**src/rtl/seq_detector.sv**
```systemverilog
// Serial pattern detector: KMP prefix automaton over a gated bit stream with a
// registered match pulse, selectable overlap and a saturating match counter.
module seq_detector #(
    parameter int              PAT_W   = 4,
    parameter logic [PAT_W-1:0] PATTERN = 4'b1011,
    parameter bit              OVERLAP = 1'b1,
    parameter int              COUNT_W = 8,
    localparam int             LW      = ($clog2(PAT_W) < 1) ? 1 : $clog2(PAT_W)
) (
    input  logic               CLK,
    input  logic               RST,
    input  logic               In_valid,
    input  logic               In1,
    input  logic               Clr,
    output logic               Out1,
    output logic [LW-1:0]      Prefix_len,
    output logic [COUNT_W-1:0] Match_cnt
);

    logic               out1_r;
    logic [LW-1:0]      len_r;
    logic [COUNT_W-1:0] cnt_r;
    logic [LW:0]        step_s;
    logic               match_s;
    logic [LW-1:0]      nlen_s;
    logic [LW-1:0]      load_len_s;

    // Returns {full_match, longest proper pattern prefix that is a suffix of
    // prefix(l) followed by b}. On a full match the length field is the
    // longest proper border of the pattern, which is the overlap restart point.
    function automatic logic [LW:0] step_fn(input logic [LW-1:0] l, input logic b);
        int   best;
        int   lv;
        int   idx;
        logic hit;
        logic cbit;
        logic full;
        best = 0;
        full = 1'b0;
        lv   = int'(l);
        for (int k = 1; k <= PAT_W; k++) begin
            if (k <= lv + 1) begin
                hit = 1'b1;
                for (int j = 0; j < PAT_W; j++) begin
                    if (j < k) begin
                        idx  = lv + 1 - k + j;
                        cbit = (idx == lv) ? b : PATTERN[PAT_W-1-idx];
                        if (cbit != PATTERN[PAT_W-1-j]) begin
                            hit = 1'b0;
                        end else begin
                            hit = hit;
                        end
                    end else begin
                        hit = hit;
                    end
                end
                if (hit) begin
                    if (k == PAT_W) begin
                        full = 1'b1;
                    end else begin
                        best = k;
                    end
                end else begin
                    best = best;
                end
            end else begin
                best = best;
            end
        end
        return {full, LW'(best)};
    endfunction

    // Next-state evaluation for the current prefix length and incoming bit.
    always_comb begin
        step_s  = step_fn(len_r, In1);
        match_s = step_s[LW];
        nlen_s  = step_s[LW-1:0];
        if (match_s && !OVERLAP) begin
            load_len_s = {LW{1'b0}};
        end else begin
            load_len_s = nlen_s;
        end
    end

    // Automaton state, match pulse and saturating counter; Clr beats a valid bit.
    always_ff @(posedge CLK or negedge RST) begin
        if (!RST) begin
            out1_r <= 1'b0;
            len_r  <= {LW{1'b0}};
            cnt_r  <= {COUNT_W{1'b0}};
        end else if (Clr) begin
            out1_r <= 1'b0;
            len_r  <= {LW{1'b0}};
            cnt_r  <= {COUNT_W{1'b0}};
        end else if (In_valid) begin
            out1_r <= match_s;
            len_r  <= load_len_s;
            if (match_s && (cnt_r != {COUNT_W{1'b1}})) begin
                cnt_r <= cnt_r + COUNT_W'(1);
            end else begin
                cnt_r <= cnt_r;
            end
        end else begin
            out1_r <= 1'b0;
            len_r  <= len_r;
            cnt_r  <= cnt_r;
        end
    end

    assign Out1       = out1_r;
    assign Prefix_len = len_r;
    assign Match_cnt  = cnt_r;

endmodule

```
**config.mk**
```make
export PLATFORM = sky130hd
export DESIGN_NAME = seq_detector
export DESIGN_NICKNAME = d
export VERILOG_FILES = /design/src/rtl/seq_detector.sv
export SDC_FILE = /design/constraint.sdc
export NUM_CORES = 1
export LEC_CHECK = 0
export ABC_CLOCK_PERIOD_IN_PS = 2950
export CORE_AREA = 8 8 52 54
export CTS_CLUSTER_SIZE = 24
export DETAILED_ROUTE_END_ITERATION = 8
export DIE_AREA = 0 0 60 62
export HOLD_SLACK_MARGIN = 0.03
export MAX_ROUTING_LAYER = met4
export PLACE_DENSITY = 0.74
export SLEW_MARGIN = 0
export SYNTH_ARGS = -nofsm -noshare
export SYNTH_HDL_FRONTEND = slang
export SYNTH_SLANG_ARGS = --single-unit
```
**constraint.sdc**
```tcl
create_clock -name CLK -period 2.95 [get_ports CLK]
set_input_delay 0.295 -clock CLK [delete_from_list [all_inputs] [get_ports CLK]]
set_output_delay 0.295 -clock CLK [all_outputs]
set_load 0.01 [all_outputs]
```
* After elaboration in Yosys (flattened, before gate mapping)
Cells that the tools add are included.
** Storage, ports and cells
- Register bits after elaboration :: 11
- Latch bits :: 0
- Memory bits (writable) :: 0
- ROM bits :: 0
- Bits of input ports :: 5
- Output and inout bits :: 11
- Logic and storage cells :: 123
- Memories :: 0
** Cells by class
- $add $sub $neg :: 22
- Multipliers :: 0
- Div/mod/pow operators :: 0
- $lt $le $gt $ge :: 14
- Equality and inequality tests :: 11
- Shift-type cells :: 0
- Mux-type cells :: 69
- Bitwise gates (word level) :: 0
- Reduce and logical (&&, ||, !) cells :: 4
** Operator list (number)
- 32-bit by 4-bit < comparator with 1-bit output, second input constant :: 9
- 32-bit by 3-bit == test with 1-bit output :: 8
- 3-bit by 32-bit subtractor with 32-bit output, first input constant :: 8
- 32-bit by 2-bit adder with 32-bit output, second input constant :: 2
- 3-bit by 32-bit less-or-equal comparator with 1-bit output, first input constant :: 2
- 32-bit by 3-bit subtractor with 32-bit output, second input constant :: 2
- 1-bit 2-to-1 mux :: 49
- 32-bit by 3-bit adder with 32-bit output, second input constant :: 1
- 2-bit by 32-bit less-or-equal comparator with 1-bit output, first input constant :: 1
- 4-bit by 32-bit less-or-equal comparator with 1-bit output, first input constant :: 1
- 32-bit by 2-bit subtractor with 32-bit output, second input constant :: 1
- 8-bit 2-to-1 mux :: 3
- 1-bit binary-select mux with 2-bit select :: 10
- 2-bit 2-to-1 mux :: 7
- 4-bit by 3-bit adder with 5-bit output, second input constant :: 2
- 8-bit by 1-bit adder with 8-bit output, second input constant :: 1
- 8-bit != test, second input constant :: 1
- 6-bit by 4-bit < comparator with 1-bit output, second input constant :: 1
- 3-bit by 5-bit subtractor with 6-bit output, first input constant :: 1
- 4-bit by 2-bit adder with 5-bit output, second input constant :: 1
- 5-bit by 3-bit == test with 1-bit output :: 1
- 3-bit by 4-bit subtractor with 5-bit output, first input constant :: 1
- 4-bit by 3-bit == test with 1-bit output :: 1
- 2-bit nonzero test :: 2
- 4 further kinds :: 4

* Depth between registers and ports, before layout
Gate-level depths: netlist of the first run.
- Depth in word-level cells :: 18
- Depth in mapped cells :: 12
- Mapped depth without buffers :: 12

* Least setup slack after synthesis of the first run
OpenSTA, ideal clock, no wires.
- Kind :: reg2reg
- From :: register len_r[0] (netlist: Prefix_len[0])
- To :: register cnt_r[5] (netlist: Match_cnt[5])
- Setup time :: 125 ps
- Arrival :: 2471 ps
- Setup slack :: 355 ps
- Cell stages (with the launch flop) :: 8
- Buffers on the path :: 1
- Clock period less this slack :: 2595 ps
- Cells stage by stage :: dfrtp_1 -> inv_1 -> ha_1 -> xnor3_2 -> mux2_4 -> buf_6 -> nor4_1 -> mux2_2
** On the way
- Longest elaborated chain between the ends :: 17
- Elaborated cells between the ends (all ways) :: 40
- Those cells by class :: add/sub (9); order compare (1); eq/ne (4); mux (23); reduce/logical (3)
** RTL lines
- start, declared :: line 21 : logic [LW-1:0] len_r;
- start signal, assigned :: line 89 : len_r <= {LW{1'b0}};
- start signal, assigned :: line 93 : len_r <= {LW{1'b0}};
- start signal, assigned :: line 97 : len_r <= load_len_s;
- 2-bit by 1-bit adder with 3-bit output :: line 42, 46
- 3-bit by 3-bit subtractor with 4-bit output :: line 46 : idx = lv + 1 - k + j;
- 4-bit by 2-bit adder with 5-bit output / 3-bit by 4-bit subtractor with 5-bit output (equally long branches) :: line 46, 47
- 3-bit by 32-bit subtractor with 32-bit output / 1-bit binary-select mux with 2-bit select (equally long branches) :: line 47 : cbit = (idx == lv) ? b : PATTERN[PAT_W-1-idx];
- 1-bit binary-select mux with 2-bit select / 1-bit 2-to-1 mux (equally long branches) :: line 47
- 1-bit 2-to-1 mux (not written as such) (2 in a row) :: line 47
- 1-bit 2-to-1 mux (on tied branches) :: line 47, 48
- 1-bit 2-to-1 mux (3 in a row) :: line 48 : if (cbit != PATTERN[PAT_W-1-j]) begin
- 1-bit 2-to-1 mux :: line 42 : if (k <= lv + 1) begin
- 1-bit 2-to-1 mux :: line 57 : if (hit) begin
- 1-bit 2-to-1 mux (*) :: line 42
- 1-bit logical AND (*) :: line 98 : if (match_s && (cnt_r != {COUNT_W{1'b1}})) begin
- 2-bit nonzero test (no line) (*)
- 2-bit AND reduction (no line) (*)
- end signal, assigned :: line 99 : cnt_r <= cnt_r + COUNT_W'(1);
- end signal, assigned :: line 101 : cnt_r <= cnt_r;
- end signal, assigned :: line 106 : cnt_r <= cnt_r;
- end, declared :: line 22 : logic [COUNT_W-1:0] cnt_r;
Every way passes the cells marked *; elsewhere a longest branch is shown, timed or not. The select of a mux whose other input is x is not followed.
A chain may end at the register's enable or synchronous reset.

* Worst setup path in the final report of the first run
Same ends and word-level chain as after synthesis.

==> parameters.txt, run 1 <==
Parameter                              Value

Outcome
  Outcome ... completed

Worst setup path
  Last element of the critical path ... Match_cnt[5]
  Worst-path cell with the longest stage delay ... dfrtp_1
  CP max stage delay ... approximately 0.52 ns
  Required time at the worst-slack endpoint ... 3.11 ns
  Minimum setup slack among reg-to-reg paths ... around 0.15 ns
  Source of the critical timing path ... Prefix_len[0]
  Critical path type ... reg -> reg
  Largest fanout of any net on the critical path ... 13
  Worst r2r path cells ... 6
  Startpoint type of the worst setup path ... register
  Critical-path cell list ... inv_1, ha_1, xnor3_2, mux2_4, nor4_1, mux2_2
  Arrival time worst endpoint ... roughly 3.0 ns
  Critical path endpoint category ... register
  Launch instance of the worst register-to-register path ... Prefix_len[0]
  Endpoint of the worst-slack reg-to-reg timing path ... Match_cnt[5]

Die
  Row Count ... 16
  Die width ... around 60 um
  Die Y-Extent ... approximately 62 um
  Area of the placeable core ... ~1900 um2
  Total Die Area ... roughly 3700 um2
  Starting density of the core ... 0.479
  Number of primary I/O pins ... 16

Job
  Max capacitance violation total ... 0

STA
  RSZ-0062 raised after global routing ... false
  Final Max Slew Viols ... 0
  Share of the cycle needed by the critical path after routing ... 0.950
  TNS Setup ... 0 ns
  Tightest Pin Transition ... 1.09 ns
  Final critical delay including setup and external delays ... ~2.8 ns
  Max Clk Rate ... around 360 MHz
  Slew HR ... 0.263
  Setup skew after layout ... roughly 0.0042 ns
  Final hold violation count ... 0
  Worst hold slack across all endpoints ... around 0.36 ns
  Endpoints failing setup ... 0

GRT
  Overall global routing resource usage ... 0.124
  Number of antenna violations at the first check in global routing ... 0
  Wire length of the first global-routing pass ... between 3 and 4 mm
  Largest net degree at the start of global routing ... 15
  GRT Residual Overflow ... 0
  Number of global-route vias before repair ... between 700 and 800

Cells and area
  Fraction of final layout cells with drive strength greater than 1 ... 0.0877
  Leading cell types in the layout, fill and taps excluded ... ha_1 (15), clkdlybuf4s50_1 (15), dfrtp_1 (11)
  Antenna diode instance count ... 0
  Number of nets in the layout ... between 100 and 150
  Layout area overhead ... 22.7%

Yosys
  Synth Area per Inst ... 9.39 um2
  Largest cells by area after synthesis ... dfrtp_1 (30%), ha_1 (21%), or4_1 (4.1%), inv_1 (3.7%), a21oi_1 (3.3%)
  Area share of the largest cell type after synthesis ... 0.302
  Post-synthesis net count ... around 120
  Sequential share of the synthesized area ... 0.302
  Synthesis Warnings ... 0
  Flip-flop and latch count after synthesis ... 11
  Number of instances in the synthesized netlist ... 97
  Yosys top cell by area ... dfrtp_1
  Post-synth cell types ... 30
  Post-synthesis instance area ... between 900 and 1000 um2

CTS
  Setup fix buffers added after clock tree synthesis ... 0
  Total of cells resized after clock tree synthesis ... 0
  Clock-pin slew of the registers on the worst-case setup and hold paths ... approximately 0.08 ns
  TritonCTS Buffers ... 3
  Longest Clk Path Bufs ... 2
  Sinks on the clock net ... 11
  Library cell used as clock root buffer ... clkbuf_4
  CTS tree ... built
  Htree depth ... 1
  Latest clock arrival within the worst-skew pair ... approximately 0.27 ns
  Hold buffer count at CTS ... 0

Placement
  Buffers added on ports ... 15
  HPWL reported at the end of detailed placement ... ~1.5 mm
  Final weighted congestion of routability-driven global placement ... roughly 0.73

Pwr
  Leakage power figure ... 0.473 nW
  Largest voltage drop on the vdd net ... 0.000249 V
  Power consumption ... between 300 and 400 uW
  Pwr dens ... ~350 nW/um2

Route
  Number of iterations in the first detailed-routing pass ... 4
  Total number of vias ... 791
  Final Routed Wirelength ... about 2 mm
  Starting DRC count in detailed routing ... 22
  Detailed-route vias per instance ... roughly 5.6
  Average wire per standard cell ... roughly 14 um
  Number of nets with antenna violations after detailed routing ... 0
  Count of unresolved DRC violations after routing ... 0

Worst hold path
  Path class of the lowest-slack min-delay path ... in -> async
layout make-up:
class | instances | area, um2
flip-flops and latches | 11 | 275
repair buffers | 16 | 158
clock buffers | 4 | 26.3
well taps | 27 | 33.8
inverters | 9 | 33.8
fillers | 182 | 785
multi-input cells | 74 | 591
per-stage QoR:
step	worst slack (ns)	utilization	instances	instance area, um2
final	0.148	0.588	141	1120
after global routing	0.00485	0.588	141	1120
after CTS	0.181	0.584	141	1110
after detailed placement	0.216	0.570	137	1080
after global placement	0.304	0.570	137	1080
after floorplan	0.355	-	97	911
report_power, final:
group	leakage, nW	switching (mW)	internal, mW	total [mW]
combinational	0.306	0.0665	0.0597	0.126
sequential	0.152	0.00588	0.153	0.159
clock	0.0150	0.0549	0.0524	0.107
routing by layer:
layer | track usage | part of all wire | wire length, um | vias up
li1 | - | - | - | 385
met1 | 0.150 | 0.44 | 882 | 377
met2 | 0.200 | 0.47 | 946 | 25
met3 | 0.0165 | 0.061 | 121 | 4
met4 | 0.0612 | 0.021 | 42 | 0
met5 | - | 0 | 0 | -
flip-flops by register name, indices dropped and copies added, names as in the netlist:
| register | count |
|---|---|
| Out1 | 1 |
| Prefix_len | 2 |
| Match_cnt | 8 |
worst min path at each step:
stage | slack (ns) | endpoint | cells after the start | from
5_1_grt | 0.40 | Match_cnt[4] | 1 | RST
3_3_place_gp | 0.57 | Match_cnt[2] | 2 | Match_cnt[2]
6_report | 0.36 | Match_cnt[4] | 1 | RST
3_5_place_dp | 0.58 | Match_cnt[1] | 2 | Match_cnt[1]
4_1_cts | 0.39 | Match_cnt[4] | 1 | RST
2_1_floorplan | -0.0006 | Match_cnt[0] | 0 | RST
kinds of logic after synthesis:
family,after synthesis,synth area share
AOI/OAI and AO/OA,18,0.126
xor gates and xnor gates,2,0.0357
adders and majority gates,15,0.206
buffers and inverters,12,0.0577
DFF,11,0.302
muxes,4,0.0508
and+or+nand+nor,35,0.221
cells in the mapped netlist:
| cell type | count |
|---|---|
| dfrtp_1 | 11 |
| o2111ai_1 | 1 |
| mux2_2 | 1 |
| mux2i_1 | 2 |
| buf_6 | 1 |
| nor2_1 | 6 |
| o31ai_1 | 4 |
| a21oi_1 | 6 |
| nor2b_1 | 3 |
| xnor3_2 | 1 |
| o32a_1 | 1 |
| nor4_1 | 1 |
| and2_1 | 1 |
| nand4_1 | 2 |
| a211o_2 | 1 |
| nand2_1 | 6 |
| a31oi_1 | 1 |
| clkbuf_1 | 2 |
| mux2_4 | 1 |
| nand3_1 | 5 |
| or3_1 | 2 |
| ha_1 | 15 |
| xnor2_1 | 1 |
| nor3b_1 | 1 |
| nand4bb_1 | 1 |
| or4_1 | 5 |
| or4b_2 | 1 |
| inv_1 | 9 |
| o21ai_0 | 4 |
| nor4b_1 | 1 |
worst max-delay path, delay by kind of cell (launching register included):
family	cells	cell delay [ns]
DFF	1	0.52
xor gates and xnor gates	1	0.46
adders and majority gates	1	0.38
buffers and inverters	1	0.16
and+or+nand+nor	1	0.40
muxes	2	0.76
No activity file was read; power rests on OpenSTA's default activity.
==> inputs of run 2 (changes only) <==
--- a/config.mk
+++ b/config.mk
@@ -6,13 +6,15 @@
 export NUM_CORES = 1
 export LEC_CHECK = 0
 export ABC_CLOCK_PERIOD_IN_PS = 2950
-export CORE_AREA = 8 8 52 54
+export CELL_PAD_IN_SITES_DETAIL_PLACEMENT = 0
+export CELL_PAD_IN_SITES_GLOBAL_PLACEMENT = 1
+export CORE_AREA = 5 5 55 57
 export CTS_CLUSTER_SIZE = 24
 export DETAILED_ROUTE_END_ITERATION = 8
 export DIE_AREA = 0 0 60 62
 export HOLD_SLACK_MARGIN = 0.03
 export MAX_ROUTING_LAYER = met4
-export PLACE_DENSITY = 0.74
+export PLACE_DENSITY_LB_ADDON = 0.1
 export SLEW_MARGIN = 0
 export SYNTH_ARGS = -nofsm -noshare
 export SYNTH_HDL_FRONTEND = slang
==> run 2 against run 1 <==
Sequential share of layout area shrank 0.41 points. Die area is the same. Cell count grew 4.3%. Count of clock-buffer cells in the layout is the same. Final area grew 1.7%. Utilization shrank 12 points. Non-clock buffer count grew 3. Worst hold slack gained 0.0051 ns. Worst setup slack gained 0.21 ns. Clock power shrank 4%. Combinational power grew 4%. Critical endpoint is now Prefix_len[0]. Largest cell class unchanged.
==> parameters.txt, run 2 (synthesized netlist as in run 1, its figures left out) <==
Parameter                              Value

STA
  Final Max Slew Viols ... 0 (unchanged)
  Endpoints failing setup ... 0 (unchanged)
  Tightest Pin Transition ... 0.511 ns (-0.584 ns)
  Max Clk Rate ... 386 MHz (+8.1%)
  Setup skew after layout ... 0.00659 ns (+0.00240 ns)
  Worst hold slack across all endpoints ... 0.362 ns (+0.00511 ns)
  RSZ-0062 raised after global routing ... false
  Final critical delay including setup and external delays ... 2.59 ns (-0.209 ns)
  Final hold violation count ... 0 (unchanged)
  Slew HR ... 0.658 (+0.396)
  TNS Setup ... 0 ns (unchanged)
  Share of the cycle needed by the critical path after routing ... 0.879 (-0.0708)

Placement
  Buffers added on ports ... 15 (unchanged)
  Final weighted congestion of routability-driven global placement ... 0.797 (+9.0%)
  HPWL reported at the end of detailed placement ... 1.58 mm (+4.9%)
  Cell area after placement ... 1110 um2 (+2.4%)

Worst setup path
  Worst r2r path cells ... 9 (+3)
  Minimum setup slack among reg-to-reg paths ... 0.36 ns (+0.21 ns)
  Largest fanout of any net on the critical path ... 5 (-8)
  Endpoint of the worst-slack reg-to-reg timing path ... Prefix_len[0]
  Worst-path cell with the longest stage delay ... or4_1
  Required time at the worst-slack endpoint ... 3.16 ns (+0.05 ns)
  Critical path endpoint category ... register
  Arrival time worst endpoint ... 2.80 ns (-0.16 ns)
  CP max stage delay ... 0.51 ns (about the same)
  Launch instance of the worst register-to-register path ... Prefix_len[1]
  Critical-path cell list ... inv_1, ha_1, xnor2_1, nand2_1, ha_1, nor4b_1, nand3_1, or4_1, nand3_1
  Critical path type ... reg -> reg
  Startpoint type of the worst setup path ... register

CTS
  Hold buffer count at CTS ... 0 (unchanged)
  CTS tree ... built
  Setup fix buffers added after clock tree synthesis ... 0 (unchanged)
  Latest clock arrival within the worst-skew pair ... 0.27 ns (about the same)
  Longest Clk Path Bufs ... 2 (unchanged)
  Htree depth ... 1 (unchanged)
  Total of cells resized after clock tree synthesis ... 0 (unchanged)
  Clock-pin slew of the registers on the worst-case setup and hold paths ... 0.07 ns (about the same)
  Library cell used as clock root buffer ... clkbuf_4
  Sinks on the clock net ... 11 (unchanged)
  TritonCTS Buffers ... 3 (unchanged)

Route
  Detailed-route vias per instance ... 5.32 (-5.2%)
  Final Routed Wirelength ... 2.00 mm (+0.50%)
  Total number of vias ... 782 (-1.1%)
  Starting DRC count in detailed routing ... 18 (-18%)
  Average wire per standard cell ... 13.6 um (-3.6%)
  Number of nets with antenna violations after detailed routing ... 0 (unchanged)
  Number of iterations in the first detailed-routing pass ... 4 (unchanged)
  Count of unresolved DRC violations after routing ... 0 (unchanged)

Die
  Starting density of the core ... 0.374 (-0.104)
  Total Die Area ... 3720 um2 (unchanged)
  Row Count ... 18 (+2)
  Area of the placeable core ... 2430 um2 (+28%)
  Number of primary I/O pins ... 16 (unchanged)
  Die width ... 60 um (unchanged)
  Die Y-Extent ... 62 um (unchanged)

GRT
  Number of antenna violations at the first check in global routing ... 0 (unchanged)
  GRT Residual Overflow ... 0 (unchanged)
  Number of global-route vias before repair ... 785 (+7.8%)
  Overall global routing resource usage ... 0.128 (+0.00378)
  Largest net degree at the start of global routing ... 14 (-1)
  Global-route met2 utilization ... 0.225 (+0.0253)
  M3 GR Usage ... 0.0124 (-0.00406)
  Wire length of the first global-routing pass ... 3.43 mm (+1.2%)
  Met1 Resource Use GR ... 0.143 (-0.00666)
  Most used routing layer in global routing ... met2

Cells and area
  Antenna diode instance count ... 0 (unchanged)
  Leading cell types in the layout, fill and taps excluded ... ha_1 (15), clkdlybuf4s50_1 (15), dfrtp_1 (11)
  Number of nets in the layout ... 138 (+2.2%)
  Max reg flops ... 8 (unchanged)
  Final instance area ... 1140 um2 (+1.7%)
  Layout area overhead ... 24.7%
  Core Util, Final ... 0.467 (-0.120)
  Fraction of final layout cells with drive strength greater than 1 ... 0.103 (+0.0148)

Pwr
  Pwr dens ... 341 nW/um2 (-2.8%)
  Largest voltage drop on the vdd net ... 0.000159 V (-36%)
  Net Sw Power ... 123 uW (-3.5%)
  Flop pwr share ... 0.398 (-0.007)
  Switch share ... 0.317 (-0.00774)
  Relative contribution of the clock network to total power ... 0.265 (-0.009)
  Combinational cell fraction of total power ... 0.338 (+0.016)
  Leakage power figure ... 0.485 nW (+2.4%)
  Internal power summed over all cells ... 265 uW (about the same)

Worst hold path
  Path class of the lowest-slack min-delay path ... in -> async

Job
  Max capacitance violation total ... 0 (unchanged)

Outcome
  Outcome ... completed
-- run 2: changes by cell type in the layout (fill, tap and decap cells not counted) --
cell	delta
buf_4	+3
xnor2_2	-1
xnor2_1	+1
-- run 2: metal layers --
metal	up-vias	wire length, um
met5	-	0
met2	16	1010
met3	2	66
met4	0	27
met1	374	897
li1	390	-
-- run 2: layout make-up --
class                           count  area, um2
Fill cell                         244       1300
Clock buffer                        4       26.3
Multi-Input combinational cell     74        583
Inverter                            9       33.8
Tap cell                           30       37.5
Sequential cell                    11        275
Timing Repair Buffer               19        180
-- run 2: worst max-delay path by stage --
stage,start,end,slack (ns)
floorplan,Prefix_len[0],Match_cnt[5],0.35
global placement,Prefix_len[1],Match_cnt[5],0.44
detailed placement,Prefix_len[1],Prefix_len[0],0.37
CTS,Prefix_len[1],Prefix_len[0],0.35
global route,Prefix_len[1],Prefix_len[1],0.11
finish,Prefix_len[1],Prefix_len[0],0.36
-- run 2: critical path: cells and delay by family (launching register included) --
kind,cells,cell delay [ns]
and+or+nand+nor,5,1.09
adders and majority gates,2,0.55
DFF,1,0.38
xor gates and xnor gates,1,0.34
buffers and inverters,1,0.15
-- run 2: power groups by stage --
| stage | clock network (mW) | logic (mW) | registers [mW] |
|---|---|---|---|
| 5_1_grt | 0.113 | 0.145 | 0.154 |
| 2_1_floorplan | 0 | 0.0929 | 0.162 |
| 3_5_place_dp | 0 | 0.131 | 0.157 |
| 3_3_place_gp | 0 | 0.130 | 0.157 |
| 4_1_cts | 0.107 | 0.133 | 0.154 |
| 6_report | 0.103 | 0.131 | 0.154 |
-- run 2: through the flow --
stage               total power [mW]  instances  setup slack (ns)
floorplan                      0.254         97             0.355
global placement               0.287        143             0.440
detailed placement             0.289        143             0.373
CTS                            0.394        147             0.353
global route                   0.413        147             0.107
finish                         0.388        147             0.357
